`config.mk`:
```
export PLATFORM = sky130hd
export DESIGN_NAME = track_filter
export DESIGN_NICKNAME = d
export VERILOG_FILES = /design/src/rtl/track_filter.sv
export SDC_FILE = /design/constraint.sdc
export NUM_CORES = 1
export LEC_CHECK = 0
export ABC_AREA = 1
export CAP_MARGIN = 20
export CORE_UTILIZATION = 50
export CTS_BUF_LIST = sky130_fd_sc_hd__clkbuf_16
export DETAILED_ROUTE_END_ITERATION = 10
export GPL_ROUTABILITY_DRIVEN = 0
export PLACE_DENSITY = 0.64
export SLEW_MARGIN = 15
export SYNTH_ARGS = -nofsm -noshare
export SYNTH_HDL_FRONTEND = slang
export SYNTH_SLANG_ARGS = --single-unit
```
`constraint.sdc`:
```
create_clock -name clk -period 2.5 [get_ports clk]
set_clock_uncertainty 0.15 [all_clocks]
set_input_delay 0.625 -clock clk [delete_from_list [all_inputs] [get_ports clk]]
set_output_delay 0.625 -clock clk [all_outputs]
set_load 0.02 [all_outputs]
```
`src/rtl/track_filter.sv`:
```
`default_nettype none
// ============================================================================
// track_filter : sync, debounce, junction pulse and line-lost timeout for the
//                three IR line-tracker sensors feeding the car-control FSM.
// Revision     : 1.0
// ============================================================================
module track_filter #(
    parameter int STABLE_CYCLES = 50000,
    parameter int JUNC_CYCLES   = 200000,
    parameter int LOST_CYCLES   = 5000000,
    parameter int INVERT        = 0,
    parameter int CW            = 24
) (
    input  logic       clk,
    input  logic       rst,
    input  logic       left_track,
    input  logic       mid_track,
    input  logic       right_track,
    output logic [2:0] detect_road,
    output logic       detect_valid,
    output logic       road_change,
    output logic       junction_pulse,
    output logic       lost,
    output logic [7:0] glitch_cnt
);

    localparam logic [2:0]    C_INV_MASK  = (INVERT != 0) ? 3'b111 : 3'b000;
    localparam logic [CW-1:0] C_STAB_MAX  = CW'(STABLE_CYCLES - 1);
    localparam logic [CW-1:0] C_JUNC_MAX  = CW'(JUNC_CYCLES - 1);
    localparam logic [CW-1:0] C_LOST_MAX  = CW'(LOST_CYCLES);
    localparam logic [CW-1:0] C_LOST_PRE  = CW'(LOST_CYCLES - 1);

    typedef enum logic [1:0] {
        J_IDLE = 2'd0,
        J_ARM  = 2'd1,
        J_HELD = 2'd2
    } jstate_t;

    logic [2:0]    r_sync1;
    logic [2:0]    r_sync2;
    logic [2:0]    r_cand;
    logic [CW-1:0] r_stab;
    logic [2:0]    r_road;
    logic          r_valid;
    logic          r_road_change;
    logic [7:0]    r_glitch;
    jstate_t       r_jstate;
    logic [CW-1:0] r_jcnt;
    logic          r_junc_pulse;
    logic [CW-1:0] r_lcnt;
    logic          r_lost;

    logic [2:0]    w_s;
    logic          w_accept;

    assign w_s      = r_sync2 ^ C_INV_MASK;
    assign w_accept = (w_s == r_cand) && (r_stab == C_STAB_MAX) &&
                      (!r_valid || (r_cand != r_road));

    always_ff @(posedge clk) begin
        if (rst) begin
            r_sync1 <= 3'b000;
            r_sync2 <= 3'b000;
        end else begin
            r_sync1 <= {left_track, mid_track, right_track};
            r_sync2 <= r_sync1;
        end
    end

    always_ff @(posedge clk) begin
        if (rst) begin
            r_cand        <= 3'b000;
            r_stab        <= '0;
            r_road        <= 3'b000;
            r_valid       <= 1'b0;
            r_road_change <= 1'b0;
            r_glitch      <= 8'd0;
        end else begin
            r_road_change <= 1'b0;
            if (w_s != r_cand) begin
                r_cand <= w_s;
                r_stab <= '0;
                // A candidate abandoned before it matched the accepted road is a glitch.
                if ((r_cand != r_road) && (r_glitch != 8'hFF)) begin
                    r_glitch <= r_glitch + 8'd1;
                end
            end else if (r_stab == C_STAB_MAX) begin
                if (w_accept) begin
                    r_road        <= r_cand;
                    r_valid       <= 1'b1;
                    r_road_change <= 1'b1;
                end
            end else begin
                r_stab <= r_stab + 1'b1;
            end
        end
    end

    always_ff @(posedge clk) begin
        if (rst) begin
            r_jstate     <= J_IDLE;
            r_jcnt       <= '0;
            r_junc_pulse <= 1'b0;
        end else begin
            r_junc_pulse <= 1'b0;
            case (r_jstate)
                J_IDLE: begin
                    if ((r_road == 3'b111) && r_valid) begin
                        r_jstate <= J_ARM;
                        r_jcnt   <= {{(CW-1){1'b0}}, 1'b1};
                    end
                end
                J_ARM: begin
                    if (r_road != 3'b111) begin
                        r_jstate <= J_IDLE;
                        r_jcnt   <= '0;
                    end else if (r_jcnt >= C_JUNC_MAX) begin
                        r_jstate     <= J_HELD;
                        r_junc_pulse <= 1'b1;
                    end else begin
                        r_jcnt <= r_jcnt + 1'b1;
                    end
                end
                J_HELD: begin
                    if (r_road != 3'b111) begin
                        r_jstate <= J_IDLE;
                        r_jcnt   <= '0;
                    end
                end
                default: begin
                    r_jstate <= J_IDLE;
                    r_jcnt   <= '0;
                end
            endcase
        end
    end

    // Cleared by the load event itself so lost drops on the same edge as the new road.
    always_ff @(posedge clk) begin
        if (rst) begin
            r_lcnt <= '0;
            r_lost <= 1'b0;
        end else if (w_accept && (r_cand != 3'b000)) begin
            r_lcnt <= '0;
            r_lost <= 1'b0;
        end else if (r_valid && (r_road == 3'b000) && (r_lcnt != C_LOST_MAX)) begin
            r_lcnt <= r_lcnt + 1'b1;
            if (r_lcnt == C_LOST_PRE) begin
                r_lost <= 1'b1;
            end
        end
    end

    assign detect_road    = r_road;
    assign detect_valid   = r_valid;
    assign road_change    = r_road_change;
    assign junction_pulse = r_junc_pulse;
    assign lost           = r_lost;
    assign glitch_cnt     = r_glitch;

endmodule
`default_nettype wire
```
==> qor.yml <==
outcome: "completed"
ys_types: 43
slew_headroom: 0.7345
max_freq_mhz: 429.8
drv_cap: 0
dr.pass1.iters: 5
timing.final.crit_share: 0.9306
htreeDepth: 3
clock_latency_ns: 0.35
setup_viol: 0
diodes: 0
tightest_slew_ns: 0.3953
final-max-slew-violation-count: 0
ys_warn_count: 0
syn_to_final_growth_pct: 10.55
ys_seq_area_frac: 0.3488
mostFrequentLayoutCells: "nand2_1, nor2_1, inv_1"
wl_per_cell_um: 12.23
cp-start-kind: "flip-flop"
cp_top_family: "buffers and inverters"
track_usage: 0.2384
drc: 0
holdCritPathClass: "flip-flop to flip-flop"
die-area_um2: 11680
drt_iter0_markers: 282
post_cts_buffers: 0
critPathMaxStageDelay_ns: 0.67
grt_max_degree: 30
portBuffers: 19
grt_pass1_wl_um: 22180
leakage_uw: 0.002228
crit_path_max_fanout: 5
synth_area_per_cell_um2: 6.398
grt-ovfl-total: 0
rsz0062_at_grt: "no"
final-hold-violation-count: 0
fin_util: 0.5710
clockBufferDepth: 2
first_global_vias: 5041
die_w_um: 108.1
via_per_inst: 5.078
rrSetupSlack_ns: 0.48
cp.arrival_ns: 1.55
die_h_um: 108.1
p_sw_uw: 663.0
mostFrequentLayoutCell: "nand2_1"
drive_gt1_frac: 0.06416
p_sw_frac: 0.2188
crit_buf_inv: 1
vias: 5301
endpoint_kind: "output port"
p_clk_frac: 0.449
io_pins: 20
setup-tns-final_ns: 0
path_clk_slew_ns: 0.07
core_area_um2: 10890
start_util: 0.5165
syn_area_um2: 5624
cts_root_buf: "clkbuf_16"
seq_power_share: 0.521
cts_resized: 0
drt-total-wl_um: 12770
postCtsHoldBufs: 0
required_ns: 1.73
crit_type: "flip-flop to output port"
power.total_uw: 3030
nNetsFinal: 909
path_cells: "clkdlybuf4s50_1"
cts_sinks: 98
ys_seq_elements: 98
place_hpwl_um: 9405
cts_buffers: 9
ir_drop_v: 0.0005428
rows: 38
cts_tree: "built"
crit_slowest_cell: "clkdlybuf4s50_1"
internal-power_uw: 2367
antenna_found_initial: 0
min_period_ns: 2.327
power_frac_comb: 0.030
ant_nets: 0
synthCells: 879
synth_nets: 889
powerDensity_nw_per_um2: 487.3
[cells by family (layout without fill, tap and decap cells)]
logic type / Yosys count / count (layout) / share of synthesized area
adder cells (fa/ha/maj): 5 / 5 / 0.01112
AO/OA/AOI/OAI: 70 / 70 / 0.06541
flip-flops: 98 / 98 / 0.3488
XOR/XNOR: 25 / 25 / 0.03893
buffers and inverters: 142 / 167 / 0.1081
AND/OR/NAND/NOR: 539 / 539 / 0.4276
[worst register-to-register path, stage by stage (launching register included)]
cell,delay [ns]
dfxtp_1,0.37
ha_1,0.20
nand2_2,0.09
nor2_4,0.16
nand2_2,0.07
nand2_1,0.08
nand3_2,0.08
nand2_2,0.10
nand2_4,0.18
nand2_4,0.20
nand2_1,0.15
nor2_1,0.13
[through the flow]
| step | instances | setup slack, ns | hold WS (ns) | instance area, µm² |
|---|---|---|---|---|
| 2_1_floorplan | 879 | 0.7647 | 0.2383 | 5624 |
| 3_3_place_gp | 1028 | 0.4470 | 0.2535 | 5929 |
| 3_5_place_dp | 1028 | 0.4333 | 0.2462 | 5929 |
| 4_1_cts | 1044 | 0.1382 | 0.2645 | 6217 |
| 5_1_grt | 1044 | 0.09053 | 0.2857 | 6217 |
| 6_report | 1044 | 0.1735 | 0.2603 | 6217 |
[Yosys cell counts]
| cell type | instances | area, µm² |
|---|---|---|
| a211oi_1 | 1 | 7.510 |
| a21oi_1 | 42 | 210.2 |
| a21oi_4 | 1 | 16.27 |
| a31oi_1 | 1 | 6.260 |
| buf_1 | 2 | 7.510 |
| buf_2 | 4 | 20.02 |
| buf_4 | 4 | 30.03 |
| buf_6 | 5 | 56.30 |
| buf_8 | 1 | 15.01 |
| clkbuf_1 | 3 | 11.26 |
| clkinv_1 | 1 | 3.750 |
| clkinv_2 | 1 | 5.000 |
| dfxtp_1 | 98 | 1962 |
| ha_1 | 5 | 62.56 |
| inv_1 | 116 | 435.4 |
| inv_2 | 4 | 15.01 |
| inv_6 | 1 | 8.760 |
| nand2_1 | 223 | 837.1 |
| nand2_2 | 4 | 25.02 |
| nand2_4 | 3 | 33.78 |
| nand3_1 | 68 | 340.3 |
| nand3_2 | 5 | 50.05 |
| nand3_4 | 1 | 17.52 |
| nand3b_1 | 6 | 45.04 |
| nand4_1 | 24 | 150.1 |
| nor2_1 | 161 | 604.3 |
| nor2_2 | 6 | 37.54 |
| nor2_4 | 2 | 22.52 |
| nor2_8 | 1 | 20.02 |
| nor3_1 | 23 | 115.1 |
| nor3_2 | 1 | 10.01 |
| nor3_4 | 1 | 16.27 |
| nor3b_1 | 2 | 15.01 |
| nor4_1 | 1 | 6.260 |
| nor4_4 | 1 | 21.27 |
| o21a_1 | 1 | 7.510 |
| o21ai_0 | 17 | 85.08 |
| o21ai_1 | 7 | 35.03 |
| or2_0 | 1 | 6.260 |
| or2_2 | 4 | 25.02 |
| or3_1 | 1 | 6.260 |
| xnor2_1 | 13 | 113.9 |
| xor2_1 | 12 | 105.1 |
[flip-flops by register name (all words and copies together), names as in the netlist]
| name | flops |
|---|---|
| road_change | 1 |
| r_jcnt | 24 |
| r_cand | 3 |
| lost | 1 |
| r_lcnt | 24 |
| detect_valid | 1 |
| r_stab | 24 |
| detect_road | 3 |
| junction_pulse | 1 |
| r_sync1 | 3 |
| glitch_cnt | 8 |
| r_jstate | 2 |
| r_sync2 | 3 |
[final timing paths]
check                           cells after the start            from              to
worst max-delay path                                1  detect_road[0]  detect_road[0]
worst min-delay path                                2      r_sync1[1]      r_sync2[1]
worst max register to register                     11       r_jcnt[1]      r_jcnt[18]
worst min register to register                      2      r_sync1[1]      r_sync2[1]
[layer usage]
layer,GRT usage,up-vias,part of all wire
met5,0,-,0
met4,0.06849,0,0.015
met3,0.06450,18,0.046
met2,0.4131,90,0.47
met1,0.2874,2393,0.47
li1,-,2800,-
[power groups by stage]
stage / combinational, µW / clock, µW / sequential, µW
2_1_floorplan: 56.4 / 0 / 1610
3_5_place_dp: 92.1 / 0 / 1610
3_3_place_gp: 90.6 / 0 / 1610
6_report: 90.7 / 1360 / 1580
4_1_cts: 92.7 / 1400 / 1580
5_1_grt: 102 / 1460 / 1580
[layout make-up]
type / instances / area [µm²]
clock buffers: 9 / 225.2
repair buffers: 28 / 270.3
multi-input cells: 639 / 3054
inverters: 123 / 467.9
fillers: 1029 / 4671
clock inverters: 7 / 62.56
flip-flops and latches: 98 / 1962
well taps: 140 / 175.2
No activity file was read; power rests on OpenSTA's default activity.
